[config.mk]
export PLATFORM = sky130hd
export DESIGN_NAME = demux_stream
export DESIGN_NICKNAME = d
export VERILOG_FILES = /design/src/rtl/demux_pkg.sv /design/src/rtl/demux_out_slice.sv /design/src/rtl/demux_stream.sv
export SDC_FILE = /design/constraint.sdc
export NUM_CORES = 1
export LEC_CHECK = 0
export CAP_MARGIN = 20
export CORE_MARGIN = 3
export CORE_UTILIZATION = 37
export CTS_CLUSTER_DIAMETER = 30
export DETAILED_ROUTE_END_ITERATION = 10
export HOLD_SLACK_MARGIN = 0.06
export PLACE_DENSITY_LB_ADDON = 0.1
export SETUP_SLACK_MARGIN = 0.5
export SLEW_MARGIN = 0
export SYNTH_ARGS = -nofsm -noshare
export SYNTH_HDL_FRONTEND = slang
export SYNTH_SLANG_ARGS = --single-unit
[constraint.sdc]
create_clock -name clk -period 1.9 [get_ports clk]
set_input_delay 0.285 -clock clk [delete_from_list [all_inputs] [get_ports clk]]
set_output_delay 0.285 -clock clk [all_outputs]
set_load 0.05 [all_outputs]
[src/rtl/demux_pkg.sv]
// Shared constants and types for the demux_stream 1-to-2 stream demultiplexer.
package demux_pkg;

  localparam logic DEST_A = 1'b0;
  localparam logic DEST_B = 1'b1;

  localparam int N_DEF     = 32;
  localparam int CNT_W_DEF = 16;

  typedef enum logic {
    SLICE_EMPTY = 1'b0,
    SLICE_FULL  = 1'b1
  } slice_state_e;

endpackage

[src/rtl/demux_out_slice.sv]
// One-entry registered output slice with load/drain; transfer counter when DEMUX_COUNT_EN is defined.
module demux_out_slice
  import demux_pkg::*;
#(
  parameter int N = N_DEF
`ifdef DEMUX_COUNT_EN
  ,
  parameter int CNT_W = CNT_W_DEF
`endif
) (
  input  logic         clk,
  input  logic         rst,
  input  logic         load,
  input  logic [N-1:0] load_data,
  input  logic         out_ready,
  output logic [N-1:0] out_data,
  output logic         out_valid,
  output slice_state_e state
`ifdef DEMUX_COUNT_EN
  ,
  output logic [CNT_W-1:0] count
`endif
);

  slice_state_e state_q, state_d;
  logic [N-1:0] data_q, data_d;
  logic         drain;

  always_comb begin
    state_d = state_q;
    data_d  = data_q;
    drain   = (state_q == SLICE_FULL) && out_ready;
    case (state_q)
      SLICE_EMPTY: begin
        if (load) begin
          state_d = SLICE_FULL;
          data_d  = load_data;
        end
      end
      SLICE_FULL: begin
        // A load into a full slice only happens when it drains the same cycle.
        if (load) begin
          data_d = load_data;
        end else if (drain) begin
          state_d = SLICE_EMPTY;
        end
      end
      default: state_d = SLICE_EMPTY;
    endcase
  end

  always_ff @(posedge clk) begin
    if (rst) begin
      state_q <= SLICE_EMPTY;
      data_q  <= '0;
    end else begin
      state_q <= state_d;
      data_q  <= data_d;
    end
  end

  assign out_data  = data_q;
  assign out_valid = (state_q == SLICE_FULL);
  assign state     = state_q;

`ifdef DEMUX_COUNT_EN
  logic [CNT_W-1:0] count_q, count_d;

  always_comb begin
    count_d = count_q + CNT_W'(drain);
  end

  always_ff @(posedge clk) begin
    if (rst) begin
      count_q <= '0;
    end else begin
      count_q <= count_d;
    end
  end

  assign count = count_q;
`endif

endmodule

[src/rtl/demux_stream.sv]
// 1-to-2 stream demultiplexer: input steered to slice A or B by command.
// Optional per-channel transfer counters under DEMUX_COUNT_EN.
module demux_stream
  import demux_pkg::*;
#(
  parameter int N = N_DEF
`ifdef DEMUX_COUNT_EN
  ,
  parameter int CNT_W = CNT_W_DEF
`endif
) (
  input  logic         clk,
  input  logic         rst,
  input  logic [N-1:0] in_data,
  input  logic         in_valid,
  output logic         in_ready,
  input  logic         command,
  output logic [N-1:0] out_a_data,
  output logic         out_a_valid,
  input  logic         out_a_ready,
  output logic [N-1:0] out_b_data,
  output logic         out_b_valid,
  input  logic         out_b_ready
`ifdef DEMUX_COUNT_EN
  ,
  output logic [CNT_W-1:0] count_a,
  output logic [CNT_W-1:0] count_b
`endif
);

  // Handshake: a transfer happens on any posedge where valid & ready are both 1;
  // in_ready only looks at the slice chosen by the current command.
  slice_state_e state_a, state_b;
  logic         full_sel, ready_sel;
  logic         load_a, load_b;

  always_comb begin
    full_sel  = (command == DEST_B) ? (state_b == SLICE_FULL) : (state_a == SLICE_FULL);
    ready_sel = (command == DEST_B) ? out_b_ready : out_a_ready;
    in_ready  = !rst && (!full_sel || ready_sel);
    load_a    = in_valid && in_ready && (command == DEST_A);
    load_b    = in_valid && in_ready && (command == DEST_B);
  end

  demux_out_slice #(
    .N(N)
`ifdef DEMUX_COUNT_EN
    ,
    .CNT_W(CNT_W)
`endif
  ) u_slice_a (
    .clk      (clk),
    .rst      (rst),
    .load     (load_a),
    .load_data(in_data),
    .out_ready(out_a_ready),
    .out_data (out_a_data),
    .out_valid(out_a_valid),
    .state    (state_a)
`ifdef DEMUX_COUNT_EN
    ,
    .count    (count_a)
`endif
  );

  demux_out_slice #(
    .N(N)
`ifdef DEMUX_COUNT_EN
    ,
    .CNT_W(CNT_W)
`endif
  ) u_slice_b (
    .clk      (clk),
    .rst      (rst),
    .load     (load_b),
    .load_data(in_data),
    .out_ready(out_b_ready),
    .out_data (out_b_data),
    .out_valid(out_b_valid),
    .state    (state_b)
`ifdef DEMUX_COUNT_EN
    ,
    .count    (count_b)
`endif
  );

endmodule

## Word-level counts from Yosys, hierarchy flattened

Index checks and enable logic that the tools add are counted.

- Register bits after elaboration: 66
- Latch bits: 0
- Memory bits (writable): 0
- Memory bits (read-only): 0
- Output and inout bits: 67
- Word-level logic and storage cells: 28
- Memories: 0

- $add $sub $neg: 0
- $mul: 0
- Div/mod/pow operators: 0
- Magnitude comparators: 0
- Equality and inequality tests: 0
- Shift operators: 0
- Muxes and demuxes: 12
- Bitwise logic cells: 3
- Reduce and logical (&&, ||, !) cells: 9

Operators with widths:

| operator | count |
|---|---|
| 32-bit two-way mux | 2 |
| 1-bit two-way mux | 8 |
| 1-bit logical AND | 6 |
| 1-bit one-hot mux with 2 select lines | 2 |
| 1-bit NOT | 3 |
| 1-bit logical NOT | 2 |
| 1-bit logical OR | 1 |

## Depth between registers and ports, before layout

- Depth in word-level cells: 8
- Depth in mapped cells: 5

## Modules after synthesis

Synthesis repeated with hierarchy kept, for this count alone.

- Cell total of the unflattened synthesis: 225
- Area, all modules: 2472.4 µm²

By module, submodules not included:

| module | instances | cells an instance | area each (µm²) | sequential area each (µm²) |
|---|---|---|---|---|
| demux_out_slice | 2 | 109 | 1212.4 | 660.6 |
| demux_stream | 1 | 7 | 47.5 | 0.0 |

## Worst setup path after synthesis

OpenSTA, ideal clock, no wires.

- Path type: register to output
- Start point: register u_slice_a.state_q (netlist: u_slice_a.out_valid)
- End point: output in_ready
- Data arrival time: 1.902 ns
- Required time: 1.615 ns
- Setup slack: -0.287 ns
- Cell stages (with the launch flop): 4
- Buffers on the path: 0
- Path through: dfxtp_1 -> nand2b_1 -> nor2_1 -> a211oi_1

- Cells in the longest elaborated chain, start to end: 4

Ends and longest elaborated chain:

| item | RTL line | RTL |
|---|---|---|
| from (decl) | demux_out_slice.sv:25 | `slice_state_e state_q, state_d;` |
| from (signal assigned) | demux_out_slice.sv:57 | `state_q <= state_d;` |
| 1-bit two-way mux | demux_stream.sv:38 | `full_sel = (command == DEST_B) ? (state_b == SLICE_FULL) : (state_a == SLICE_FULL);` |
| 1-bit logical NOT | demux_stream.sv:40 | `in_ready = !rst && (!full_sel \|\| ready_sel);` |
| 1-bit logical OR | demux_stream.sv:40 |  |
| 1-bit logical AND | demux_stream.sv:40 |  |
| to (decl) | demux_stream.sv:16 | `output logic in_ready,` |

No other way between the ends.

## Final worst setup path

Same ends and word-level chain as after synthesis.

==> impl_results.md <==
* Die ar. at 8660 um^2
* Hold endpoint: u_slice_b.out_valid
* # DRC at 0
* Worst EP required at 1.62 ns
* Final Max Tran Viols at 0
* Largest net degree at the start of global routing at 65
* Mux share of post-synthesis cell area at 0.129
* Setup TNS Final at 0 ns
* Clock buffer depth at 2
* RR Startpoint: u_slice_a.out_valid
* Worst-Skew Late Latency at between 0.3 and 0.4 ns
* Cells on worst reg2reg path at 6
* Reg2reg end: u_slice_a.out_data[19]
* Clock Skews at approximately 0.0066 ns
* WS Path Type: flop to output port
* PwrDens at 736 nW/um^2
* Slowest-stage cell, CP: dfxtp_2
* Number of vias per cell at 4.76
* CP delay by family, top: flip-flops
* Final Hold Fails at 0
* H-Tree Depth at 3
* Hold_sp: rst
* Worst Hold Depth at 3
* Final setup violation count at 0
* Iteration-0 DRC Markers at between 50 and 60
* ANT cells at 0
* Leak pwr at 0.00161 uW
* Worst setup EP type: output port
* Max incr delay on CP at 0.33 ns
* Commonest cells after routing, fill and taps aside: 64 x dfxtp_1, 62 x clkdlybuf4s15_2, 33 x clkdlybuf4s50_1, 32 x nor2b_1, 32 x nand3_1
* Clock transition at path regs at 0.07 ns
* Mapped Area at 2800 um^2
* Hold crit path type: input port to flop
* Nets at approximately 400
* R2r setup slk at 0.47 ns
* DRT Pass-1 Iters at 4
* CP Max Fanout at 2
* Mapped Nets at 299
* Drt total wl at 6590 um
* DR vias at roughly 2200
* Synthesized instance count at 261
* Fin crit share at 0.782
* Design area at ~4200 um^2
* Critical-path cell list: nand2b_4 > nor2_4 > a211oi_4 > buf_12
* Adder-cell share of the synthesized area at 0
* Gpl congestion at around 0.69
* Root Driver: clkbuf_8
* First-pass GRT wire length at 11000 um
* # clock sinks at 66
* CTS Buf Count at 9
* Starting Density at 0.384
* Overall routing resource usage at 0.159
* Cell variety after synth at 20
* Vias in the first global route at between 2000 and 2500
* Worst EP arrival at 1.20 ns
* Slew HR at 0.694
* DRT antenna net count at 0
* Avg WL per Cell at 14.1 um
* Placed cell area at 3940 um^2
* Buffers on Ports at 104
* GR Overflow Total at 0
* Status: complete, no violations
* RSZ-0062 raised after global routing: yes
* Leading cell type in the layout, fill and taps excluded: dfxtp_1
* Row count at 31
* Die Height at 93.0 um
* Layout cells sized above 1 at 0.337
* WP depth at 4
* Yosys warnings at 0
* Antenna violations before repair at 0
* Simple-gate portion of the synthesized area at 0.149
* TritonCTS clock tree: built
* Die Span X at 93.0 um
* Compound-Gate Fraction of Synth Area at 0.199
* Ports at 105
* Area growth syn-to-layout at 50.8%
* CP bufs+invs at 1
* Slew of the pin with the lowest slew margin at around 0.46 ns
* Fmax at between 600 and 700 MHz
* Startpoint Class: flop
* Synth Area in XOR/XNOR at 0
* Hold WS at 0.500 ns
* Synth Area per Inst at 10.7 um^2
* CTS Hold Buffers Added at 0
* FF+latch count, synth at 66
* Maxcap violations at 0
* Seq/Total Area, Yosys at 0.471
* Hpwl dp at 4410 um
* Fin crit period at 1.49 ns
* Max IR drop VDD at 0.377 mV
* Core ar. at 7290 um^2
* Largest family of logic cells by synthesized area: compound AO/OA/AOI/OAI gates
cell type report:
cell class              count  area [um^2]
fillers                   679         3070
clock buffers              12          155
flip-flops and latches     66         1320
multi-input cells         171         1370
clock inverters             3         15.0
repair buffers            116         1230
well taps                  99          124
synth_stat cells:
cell	count	area (um^2)
nor2_1	3	11.3
clkbuf_1	4	15.0
buf_1	5	18.8
mux2_1	30	338
a21bo_2	1	10.0
dfxtp_1	66	1320
buf_6	6	67.6
mux2_2	2	22.5
nand2b_1	2	12.5
a21bo_1	31	310
nor2b_1	33	206
a211oi_1	1	7.51
a21oi_1	16	80.1
and3b_1	1	8.76
nand3_1	32	160
buf_2	8	40.0
a21oi_2	17	149
clkbuf_2	1	5.00
nand2_2	1	6.26
nor3b_2	1	12.5
state kept, by name, summed over array words and instances, names as in the netlist:
name	flops
u_slice_b.out_data	32
u_slice_a.out_valid	1
u_slice_b.out_valid	1
u_slice_a.out_data	32
how the worst max path moves through the flow:
| stage | from | endpoint | slack [ns] |
|---|---|---|---|
| global route | u_slice_a.out_valid | in_ready | 0.35 |
| finish | u_slice_a.out_valid | in_ready | 0.41 |
| global placement | command | u_slice_a.out_data[6] | 0.18 |
| detailed placement | command | u_slice_a.out_data[10] | 0.15 |
| floorplan | u_slice_b.out_valid | in_ready | 0.48 |
| CTS | u_slice_b.out_valid | in_ready | 0.37 |
metal layers:
metal  routed length (um)  global-route usage  up-vias  share of wire
li1                     -                   -     1110              -
met2                 3030               0.241       67           0.46
met1                 2980               0.207     1041           0.45
met5                    0                   0        -              0
met4                   57              0.0403        0         0.0086
met3                  521              0.0700        6          0.079
tightest hold or removal path: stages:
cell and delay [ns]:
buf_2 0.14, buf_4 0.25, nor2_1 0.12
cells by family (layout without fill, tap and decap cells):
logic type	Yosys count	count (layout)
AND/OR/NAND/NOR	73	73
AO/OA/AOI/OAI	66	66
flip-flops	66	66
multiplexers	32	32
buffers and inverters	24	131
through the flow:
step	total power [uW]	std cells	setup WS, ns	utilization
final	3110	467	0.415	0.580
after global routing	3270	467	0.351	0.580
after CTS	3160	466	0.368	0.580
after detailed placement	2140	448	0.150	0.540
after global placement	2130	448	0.184	0.540
after floorplan	1890	261	0.479	-
report_power, final:
part	leakage, uW	internal [uW]	switching, uW
sequential	0.000539	1450	29.6
clock	0.0000920	531	492
combinational	0.000983	245	366
total	0.00161	2220	888
what timing repair did:
action	4_1_cts	5_1_grt
pin swaps	1	1
setup endpoints to repair	66	4
resized for setup	199	5
buffers inserted	3	1
No activity file was read; power rests on OpenSTA's default activity.
